[config.mk]
export PLATFORM = sky130hd
export DESIGN_NAME = rpn_wan_tx
export DESIGN_NICKNAME = d
export VERILOG_FILES = /design/src/rtl/rpn_wan_tx.sv
export SDC_FILE = /design/constraint.sdc
export NUM_CORES = 2
export LEC_CHECK = 0
export BUFFER_PORTS_ARGS = -buffer_cell sky130_fd_sc_hd__clkbuf_2
export CORE_AREA = 3 3 765 767
export DETAILED_ROUTE_END_ITERATION = 7
export DIE_AREA = 0 0 768 770
export PLACE_DENSITY = 0.3
export SYNTH_ARGS = -nofsm -noshare
export SYNTH_HDL_FRONTEND = slang
export SYNTH_SLANG_ARGS = --single-unit
[constraint.sdc]
create_clock -name i_clk -period 2.45 [get_ports i_clk]
set_input_delay 0.245 -clock i_clk [delete_from_list [all_inputs] [get_ports i_clk]]
set_output_delay 0.245 -clock i_clk [all_outputs]
set_load 0.03 [all_outputs]
[src/rtl/rpn_wan_tx.sv]
// rpn_wan_tx: reliable WAN publish transmitter.
// Stamps each single-beat publish with the next per-cluster sequence number,
// sends it over KnownIP, retransmits on timeout, falls back to a sequence
// number check, and records the sequence number only on confirmed delivery.
`timescale 1ns/1ps
module rpn_wan_tx #(
  parameter int AXIS_DATA_WIDTH           = 512,
  parameter int AXIS_KEEP_WIDTH           = 64,
  parameter int AXIS_KIP_TUSER_WIDTH      = 64,
  parameter int CLUSTER_ID_WIDTH          = 32,
  parameter int IP_ADDRESS_WIDTH          = 32,
  parameter int IP_PORT_WIDTH             = 16,
  parameter int BRAM_ADDR_WIDTH           = 32,
  parameter int BRAM_WEN_WIDTH            = 4,
  parameter int WAN_SEQUENCE_NUMBER_WIDTH = 32,
  parameter int RPN_MSG_TYPE_WIDTH        = 8,
  // control API header layout (publish frame and ACK/REPLY share it)
  parameter int PUB_WAN_TYPE_OFFSET       = 0,
  parameter int PUB_WAN_CTID_OFFSET       = 8,
  parameter int PUB_WAN_SEQ_OFFSET        = 40,
  parameter int PUB_WAN_DATA_OFFSET       = 72,
  parameter int PUB_WAN_DATA_WIDTH        = 440,
  parameter int WAN_ACK_TYPE_OFFSET       = 0,
  parameter int WAN_ACK_CTID_OFFSET       = 8,
  parameter int WAN_ACK_SEQ_OFFSET        = 40,
  parameter int KIP_TUSER_IP_OFFSET       = 0,
  parameter int KIP_TUSER_SRC_PORT_OFFSET = 32,
  parameter int KIP_TUSER_DST_PORT_OFFSET = 48,
  parameter int RPN_MSG_TYPE_WAN_PUB            = 1,
  parameter int RPN_MSG_TYPE_WAN_ACK            = 2,
  parameter int RPN_MSG_TYPE_WAN_SEQ_NUM_CHECK  = 3,
  parameter int RPN_MSG_TYPE_WAN_SEQ_NUM_REPLY  = 4,
  parameter int TIMEOUT_CYCLES            = 1000,
  parameter int MAX_RETRIES               = 3
) (
  input  logic                                 i_clk,
  input  logic                                 i_ap_rst,
  input  logic [CLUSTER_ID_WIDTH-1:0]          i_cluster_id,
  input  logic [IP_PORT_WIDTH-1:0]             i_KIP_port_number,
  input  logic                                 from_ctrl_tvalid,
  output logic                                 from_ctrl_tready,
  input  logic [AXIS_DATA_WIDTH-1:0]           from_ctrl_tdata,
  input  logic [AXIS_KEEP_WIDTH-1:0]           from_ctrl_tkeep,
  input  logic                                 from_ctrl_tlast,
  input  logic [CLUSTER_ID_WIDTH-1:0]          from_ctrl_tdest,
  input  logic [IP_ADDRESS_WIDTH-1:0]          from_ctrl_tuser,
  output logic                                 to_nb_KIP_tvalid,
  input  logic                                 to_nb_KIP_tready,
  output logic [AXIS_DATA_WIDTH-1:0]           to_nb_KIP_tdata,
  output logic [AXIS_KEEP_WIDTH-1:0]           to_nb_KIP_tkeep,
  output logic [AXIS_KIP_TUSER_WIDTH-1:0]      to_nb_KIP_tuser,
  output logic                                 to_nb_KIP_tlast,
  input  logic                                 from_nb_ack_tvalid,
  output logic                                 from_nb_ack_tready,
  input  logic [AXIS_DATA_WIDTH-1:0]           from_nb_ack_tdata,
  output logic                                 to_sequence_number_BRAM_CLK,
  output logic                                 to_sequence_number_BRAM_RST,
  output logic                                 to_sequence_number_BRAM_EN,
  output logic [BRAM_WEN_WIDTH-1:0]            to_sequence_number_BRAM_WEN,
  output logic [WAN_SEQUENCE_NUMBER_WIDTH-1:0] to_sequence_number_BRAM_DIN,
  output logic [BRAM_ADDR_WIDTH-1:0]           to_sequence_number_BRAM_ADDR,
  input  logic [WAN_SEQUENCE_NUMBER_WIDTH-1:0] to_sequence_number_BRAM_DOUT,
  output logic                                 o_tx_done,
  output logic                                 o_tx_error
);

  localparam int SW = WAN_SEQUENCE_NUMBER_WIDTH;
  localparam int TW = $clog2(TIMEOUT_CYCLES) + 1;
  localparam int RW = $clog2(MAX_RETRIES + 1) + 1;
  localparam logic [TW-1:0] TIMER_LAST  = TW'(TIMEOUT_CYCLES - 1);
  localparam logic [RW-1:0] RETRY_LIMIT = RW'(MAX_RETRIES);
  localparam logic [RPN_MSG_TYPE_WIDTH-1:0] TYPE_PUB   = RPN_MSG_TYPE_WIDTH'(RPN_MSG_TYPE_WAN_PUB);
  localparam logic [RPN_MSG_TYPE_WIDTH-1:0] TYPE_ACK   = RPN_MSG_TYPE_WIDTH'(RPN_MSG_TYPE_WAN_ACK);
  localparam logic [RPN_MSG_TYPE_WIDTH-1:0] TYPE_CHECK = RPN_MSG_TYPE_WIDTH'(RPN_MSG_TYPE_WAN_SEQ_NUM_CHECK);
  localparam logic [RPN_MSG_TYPE_WIDTH-1:0] TYPE_REPLY = RPN_MSG_TYPE_WIDTH'(RPN_MSG_TYPE_WAN_SEQ_NUM_REPLY);

  typedef enum logic [2:0] {
    ST_IDLE       = 3'd0,
    ST_LOAD_SEQ   = 3'd1,
    ST_SEND_MSG   = 3'd2,
    ST_WAIT_ACK   = 3'd3,
    ST_SEND_CHECK = 3'd4,
    ST_WAIT_REPLY = 3'd5,
    ST_WRITE_SEQ  = 3'd6
  } state_t;

  state_t                              state_r;
  logic [PUB_WAN_DATA_WIDTH-1:0]       payload_r;
  logic [CLUSTER_ID_WIDTH-1:0]         tdest_r;
  logic [IP_ADDRESS_WIDTH-1:0]         ip_r;
  logic [BRAM_ADDR_WIDTH-1:0]          addr_r;
  logic [SW-1:0]                       seq_r;
  logic [TW-1:0]                       timer_r;
  logic [RW-1:0]                       retries_r;
  logic                                kip_tvalid_r;
  logic [AXIS_DATA_WIDTH-1:0]          kip_tdata_r;
  logic [AXIS_KIP_TUSER_WIDTH-1:0]     kip_tuser_r;
  logic                                ctrl_tready_r;
  logic                                ack_tready_r;
  logic                                wr_en_r;
  logic [BRAM_WEN_WIDTH-1:0]           wen_r;
  logic                                done_r;
  logic                                error_r;

  // Assemble an outgoing frame; every bit not covered by a field stays zero.
  function automatic logic [AXIS_DATA_WIDTH-1:0] build_frame(
    input logic [RPN_MSG_TYPE_WIDTH-1:0] msg_type,
    input logic [CLUSTER_ID_WIDTH-1:0]   ctid,
    input logic [SW-1:0]                 seq,
    input logic [PUB_WAN_DATA_WIDTH-1:0] payload
  );
    logic [AXIS_DATA_WIDTH-1:0] f;
    f = {AXIS_DATA_WIDTH{1'b0}};
    f[PUB_WAN_TYPE_OFFSET +: RPN_MSG_TYPE_WIDTH] = msg_type;
    f[PUB_WAN_CTID_OFFSET +: CLUSTER_ID_WIDTH]   = ctid;
    f[PUB_WAN_SEQ_OFFSET  +: SW]                 = seq;
    f[PUB_WAN_DATA_OFFSET +: PUB_WAN_DATA_WIDTH] = payload;
    return f;
  endfunction

  // KnownIP sideband: destination IP, same UDP port used as source and destination.
  function automatic logic [AXIS_KIP_TUSER_WIDTH-1:0] build_tuser(
    input logic [IP_ADDRESS_WIDTH-1:0] ip,
    input logic [IP_PORT_WIDTH-1:0]    port
  );
    logic [AXIS_KIP_TUSER_WIDTH-1:0] u;
    u = {AXIS_KIP_TUSER_WIDTH{1'b0}};
    u[KIP_TUSER_IP_OFFSET       +: IP_ADDRESS_WIDTH] = ip;
    u[KIP_TUSER_SRC_PORT_OFFSET +: IP_PORT_WIDTH]    = port;
    u[KIP_TUSER_DST_PORT_OFFSET +: IP_PORT_WIDTH]    = port;
    return u;
  endfunction

  logic                          accept_s;
  logic [BRAM_ADDR_WIDTH-1:0]    rd_addr_s;
  logic [SW-1:0]                 next_seq_s;
  logic                          beat_s;
  logic                          ctid_ok_s;
  logic                          ack_hit_s;
  logic                          reply_s;
  logic                          seq_hit_s;
  logic                          timeout_s;
  logic                          unused_s;

  assign accept_s   = (state_r == ST_IDLE) && ctrl_tready_r && from_ctrl_tvalid;
  assign rd_addr_s  = {from_ctrl_tdest[BRAM_ADDR_WIDTH-3:0], 2'b00};
  assign next_seq_s = to_sequence_number_BRAM_DOUT + SW'(1);
  assign beat_s     = from_nb_ack_tvalid && ack_tready_r;
  assign ctid_ok_s  = beat_s && (from_nb_ack_tdata[WAN_ACK_CTID_OFFSET +: CLUSTER_ID_WIDTH] == tdest_r);
  assign seq_hit_s  = (from_nb_ack_tdata[WAN_ACK_SEQ_OFFSET +: SW] == seq_r);
  assign ack_hit_s  = ctid_ok_s && seq_hit_s &&
                      (from_nb_ack_tdata[WAN_ACK_TYPE_OFFSET +: RPN_MSG_TYPE_WIDTH] == TYPE_ACK);
  assign reply_s    = ctid_ok_s &&
                      (from_nb_ack_tdata[WAN_ACK_TYPE_OFFSET +: RPN_MSG_TYPE_WIDTH] == TYPE_REPLY);
  assign timeout_s  = (timer_r == TIMER_LAST);
  assign unused_s   = ^{from_ctrl_tkeep, from_ctrl_tlast, from_ctrl_tdata, from_ctrl_tdest, from_nb_ack_tdata};

  // The read must reach the BRAM in the acceptance cycle so DOUT is ready in LOAD_SEQ.
  assign to_sequence_number_BRAM_CLK  = i_clk;
  assign to_sequence_number_BRAM_RST  = i_ap_rst;
  assign to_sequence_number_BRAM_EN   = accept_s | wr_en_r;
  assign to_sequence_number_BRAM_WEN  = wen_r;
  assign to_sequence_number_BRAM_DIN  = seq_r;
  assign to_sequence_number_BRAM_ADDR = accept_s ? rd_addr_s : addr_r;

  assign from_ctrl_tready   = ctrl_tready_r;
  assign from_nb_ack_tready = ack_tready_r;
  assign to_nb_KIP_tvalid   = kip_tvalid_r;
  assign to_nb_KIP_tdata    = kip_tdata_r;
  assign to_nb_KIP_tuser    = kip_tuser_r;
  assign to_nb_KIP_tkeep    = {AXIS_KEEP_WIDTH{kip_tvalid_r}};
  assign to_nb_KIP_tlast    = kip_tvalid_r;
  assign o_tx_done          = done_r;
  assign o_tx_error         = error_r;

  // Transmit/retry state machine with all control outputs registered.
  always_ff @(posedge i_clk) begin
    if (i_ap_rst) begin
      state_r       <= ST_IDLE;
      payload_r     <= {PUB_WAN_DATA_WIDTH{1'b0}};
      tdest_r       <= {CLUSTER_ID_WIDTH{1'b0}};
      ip_r          <= {IP_ADDRESS_WIDTH{1'b0}};
      addr_r        <= {BRAM_ADDR_WIDTH{1'b0}};
      seq_r         <= {SW{1'b0}};
      timer_r       <= {TW{1'b0}};
      retries_r     <= {RW{1'b0}};
      kip_tvalid_r  <= 1'b0;
      kip_tdata_r   <= {AXIS_DATA_WIDTH{1'b0}};
      kip_tuser_r   <= {AXIS_KIP_TUSER_WIDTH{1'b0}};
      ctrl_tready_r <= 1'b0;
      ack_tready_r  <= 1'b0;
      wr_en_r       <= 1'b0;
      wen_r         <= {BRAM_WEN_WIDTH{1'b0}};
      done_r        <= 1'b0;
      error_r       <= 1'b0;
    end else begin
      ack_tready_r <= 1'b1;
      done_r       <= 1'b0;
      error_r      <= 1'b0;
      wr_en_r      <= 1'b0;
      wen_r        <= {BRAM_WEN_WIDTH{1'b0}};
      case (state_r)
        ST_IDLE: begin
          if (accept_s) begin
            payload_r     <= from_ctrl_tdata[PUB_WAN_DATA_WIDTH-1:0];
            tdest_r       <= from_ctrl_tdest;
            ip_r          <= from_ctrl_tuser;
            addr_r        <= rd_addr_s;
            ctrl_tready_r <= 1'b0;
            state_r       <= ST_LOAD_SEQ;
          end else begin
            ctrl_tready_r <= 1'b1;
          end
        end
        ST_LOAD_SEQ: begin
          seq_r        <= next_seq_s;
          retries_r    <= {RW{1'b0}};
          kip_tdata_r  <= build_frame(TYPE_PUB, i_cluster_id, next_seq_s, payload_r);
          kip_tuser_r  <= build_tuser(ip_r, i_KIP_port_number);
          kip_tvalid_r <= 1'b1;
          state_r      <= ST_SEND_MSG;
        end
        ST_SEND_MSG, ST_SEND_CHECK: begin
          if (to_nb_KIP_tready) begin
            kip_tvalid_r <= 1'b0;
            timer_r      <= {TW{1'b0}};
            state_r      <= (state_r == ST_SEND_MSG) ? ST_WAIT_ACK : ST_WAIT_REPLY;
          end else begin
            kip_tvalid_r <= 1'b1;
          end
        end
        ST_WAIT_ACK: begin
          if (ack_hit_s) begin
            wr_en_r <= 1'b1;
            wen_r   <= {BRAM_WEN_WIDTH{1'b1}};
            done_r  <= 1'b1;
            state_r <= ST_WRITE_SEQ;
          end else if (timeout_s && (retries_r < RETRY_LIMIT)) begin
            retries_r    <= retries_r + RW'(1);
            kip_tvalid_r <= 1'b1;
            state_r      <= ST_SEND_MSG;
          end else if (timeout_s) begin
            kip_tdata_r  <= build_frame(TYPE_CHECK, i_cluster_id, seq_r, {PUB_WAN_DATA_WIDTH{1'b0}});
            kip_tvalid_r <= 1'b1;
            state_r      <= ST_SEND_CHECK;
          end else begin
            timer_r <= timer_r + TW'(1);
          end
        end
        ST_WAIT_REPLY: begin
          if (reply_s && seq_hit_s) begin
            wr_en_r <= 1'b1;
            wen_r   <= {BRAM_WEN_WIDTH{1'b1}};
            done_r  <= 1'b1;
            state_r <= ST_WRITE_SEQ;
          end else if (reply_s || timeout_s) begin
            error_r       <= 1'b1;
            ctrl_tready_r <= 1'b1;
            state_r       <= ST_IDLE;
          end else begin
            timer_r <= timer_r + TW'(1);
          end
        end
        ST_WRITE_SEQ: begin
          ctrl_tready_r <= 1'b1;
          state_r       <= ST_IDLE;
        end
        default: begin
          ctrl_tready_r <= 1'b0;
          kip_tvalid_r  <= 1'b0;
          state_r       <= ST_IDLE;
        end
      endcase
    end
  end

endmodule
==> results.sh <==
export IMPL_status="finished, violations left"
export IMPL_violations="negative setup slack"
export IMPL_critPathCapture="to_nb_KIP_tdata[20]"
export IMPL_max_freq_ghz=0.341
export IMPL_cts_max_level=4
export IMPL_synth_top_family_by_area="simple AND/OR/NAND/NOR gates"
export IMPL_synth_compound_area_share_pct=17.7
export IMPL_hp_class="in2reg"
export IMPL_firstDrtPassIters=5
export IMPL_post_dp_hpwl_mm=247
export IMPL_critPathLaunchType="flop"
export IMPL_grt_pass1_vias=42500
export IMPL_synth_xor_area_share_pct=2.05
export IMPL_ys_warn_count=0
export IMPL_required_ns=3.16
export IMPL_antenna_found_initial=97
export IMPL_finalHoldViolCount=0
export IMPL_final_min_clock_period_ns=2.93
export IMPL_finalMaxSlewViolations=0
export IMPL_fp_row_count=279
export IMPL_drt_first_iter_violations=2567
export IMPL_dp_cells=13800
export IMPL_worst_slew_pin_slew_ns=0.842
export IMPL_setup_worst_path_class="reg2reg"
export IMPL_hold_depth=4
export IMPL_viasPerCell=2.89
export IMPL_synth_cell_area_um2=41000
export IMPL_layout_commonest_cell="clkbuf_2"
export IMPL_ant_nets=0
export IMPL_hold_slack_ns=0.155
export IMPL_dp_slack_ns=-1.21
export IMPL_ys_ff_latch=1144
export IMPL_cts_buffer_depth=4
export IMPL_start_util_pct=7.10
export IMPL_rr_startpoint="to_sequence_number_BRAM_DIN[26]"
export IMPL_synthSimpleGateAreaFrac_pct=18.0
export IMPL_grtUsageTotal_pct=9.92
export IMPL_ios=1955
export IMPL_insertion_delay_ns=0.87
export IMPL_synth_cell_types=51
export IMPL_critPathArrivalTime_ns=3.65
export IMPL_clkTransAtPathRegs_ns=0.06
export IMPL_grt_ovfl_total=0
export IMPL_rsz0062_at_grt="true"
export IMPL_routed_wl_mm=309
export IMPL_final_cell_mix="clkbuf_2 (1344), nand2_1 (1184), dfxtp_1 (1139), a21oi_1 (622), dlygate4sd3_1 (614)"
export IMPL_finClkSkew_ns=0.0685
export IMPL_grt_max_degree=117
export IMPL_critPathMaxFanout=10
export IMPL_postPlaceCellArea_um2=58900
export IMPL_synthMuxAreaShare_pct=0.933
export IMPL_crit_path_end_kind="flop"
export IMPL_setup_violations=541
export IMPL_grt_pass1_wl_mm=401
export IMPL_stdcell_area_um2=72300
export IMPL_ys_seq_area_share_pct=55.8
export IMPL_synth_cells=4822
export IMPL_power_mw=68.1
export IMPL_avgSynthCellArea_um2=8.51
export IMPL_rr_worst_depth=14
export IMPL_vias=42700
export IMPL_port_buffers=1371
export IMPL_nNetsFinal=8110
export IMPL_fin_cells=14700
export IMPL_synthFlopType="dfxtp_1"
export IMPL_coreArea_um2=578000
export IMPL_min_period_over_period_pct=120
export IMPL_numCtsBuffers=165
export IMPL_die_area_um2=591000
export IMPL_fp_dieH_um=770
export IMPL_p_leak_nw=27.3
export IMPL_vdd_drop_max_uv=642
export IMPL_synth_fa_ha_area_share_pct=0.0915
export IMPL_root_buffer="clkbuf_16"
export IMPL_gp_congestion=0.793
export IMPL_r2r_end="to_nb_KIP_tdata[20]"
export IMPL_die_w_um=768
export IMPL_synth_edf_count=0
export IMPL_drv_cap=0
export IMPL_tritoncts="built"
export IMPL_drive_gt1_share_pct=29.8
export IMPL_async_flop_share_pct=0
export IMPL_ff2ff_setup_slack_ns=-0.48
export IMPL_relSlewSlack_pct=43.9
export IMPL_routedWlPerCell_um=21.0
export IMPL_worst_slack_ns=-0.483
export IMPL_worstSetupStartpoint="to_sequence_number_BRAM_DIN[26]"
export IMPL_p_per_area_nw_per_um2=942
export IMPL_area_growth_pct=76.3
export IMPL_post_route_drc_count=0
==> cell families after synthesis <==
group           after synthesis
simple gates               1889
mux                          38
buf+inv                     480
compound gates             1171
flops                      1144
xor+xnor                     96
other cells                   1
fa+ha+maj                     3
==> Yosys cell counts (all sizes together), types with 6 or more instances <==
cell type / n / area [um^2]
mux2i: 36 / 360
dfxtp: 1144 / 22900
buf: 159 / 1020
and2: 6 / 37.5
clkbuf: 311 / 1170
nor3: 9 / 50.1
xnor2: 78 / 683
a22oi: 440 / 3300
o311ai: 6 / 52.6
a211oi: 36 / 270
nand2b: 7 / 43.8
nor2: 556 / 2090
a211o: 32 / 280
o21ai: 15 / 78.8
inv: 10 / 37.5
nand4: 27 / 169
nand2: 1224 / 4590
a21oi: 622 / 3110
nand3: 18 / 90.1
nor4: 7 / 43.8
xor2: 18 / 158
and3: 15 / 93.8
==> layer usage <==
metal / GRT usage [%] / routed length, um
met5: 0 / 412
met4: 2.11 / 7360
met3: 3.92 / 28100
met2: 16.3 / 142000
met1: 12.2 / 132000
==> power by group <==
group	internal [mW]	switching (mW)	total, mW
combinational	7.73	13.8	21.5
sequential	20.6	1.51	22.2
clock	14.3	10.1	24.4
total	42.6	25.4	68.1
==> critical path: stages (launching register included) <==
cell and delay [ns]:
dfxtp_1 0.33, buf_12 0.13, xnor2_1 0.14, nand4_1 0.11
buf_4 0.16, nor4_4 0.43, buf_4 0.20, nand3b_1 0.14
o21ai_4 0.17, buf_12 0.14, buf_16 0.16, buf_16 0.21
buf_12 0.15, mux2i_1 0.18, nor2_1 0.05
==> worst min path at each step <==
stage / to / slack [ns] / from
6_report: payload_r[336] / 0.16 / from_ctrl_tdata[336]
3_3_place_gp: to_sequence_number_BRAM_CLK / 0.42 / i_clk
5_1_grt: payload_r[336] / 0.07 / from_ctrl_tdata[336]
4_1_cts: payload_r[423] / 0.01 / from_ctrl_tdata[423]
3_5_place_dp: to_sequence_number_BRAM_CLK / 0.42 / i_clk
2_1_floorplan: to_sequence_number_BRAM_DIN[0] / 0.34 / to_sequence_number_BRAM_DOUT[0]
==> area by class of cell <==
type	instances	area [um^2]
fillers	66900	506000
flip-flops and latches	1144	22900
repair buffers	2344	17900
multi-input cells	3203	16300
well taps	7727	9670
clock buffers	241	4810
clock inverters	44	612
diodes	35	87.6
inverters	10	37.5
==> per-stage QoR <==
stage,util (%),setup TNS [ns]
2_1_floorplan,-,0
3_3_place_gp,10.2,-534.68
3_5_place_dp,10.2,-540.18
4_1_cts,12.4,-266.11
5_1_grt,12.5,-306.30
6_report,12.5,-189.66
==> registers in the layout, indices dropped and copies added, names as in the netlist <==
register	cells
addr_r	32
from_ctrl_tready	1
from_nb_ack_tready	1
ip_r	32
o_tx_error	1
payload_r	440
retries_r	3
state_r	3
tdest_r	32
timer_r	11
to_nb_KIP_tdata	506
to_nb_KIP_tlast	1
to_nb_KIP_tuser	48
to_sequence_number_BRAM_DIN	32
to_sequence_number_BRAM_WEN	1
==> repair_timing <==
item | CTS | global route
gates cloned | 17 | 10
buffers inserted | 15 | 20
gates resized for setup | 150 | 46
endpoints found under the hold margin | 742 | 0
setup endpoints to repair | 630 | 634
hold buffers | 614 | 0
pin swaps | 19 | 9
Power figures use the tool's default switching activity.
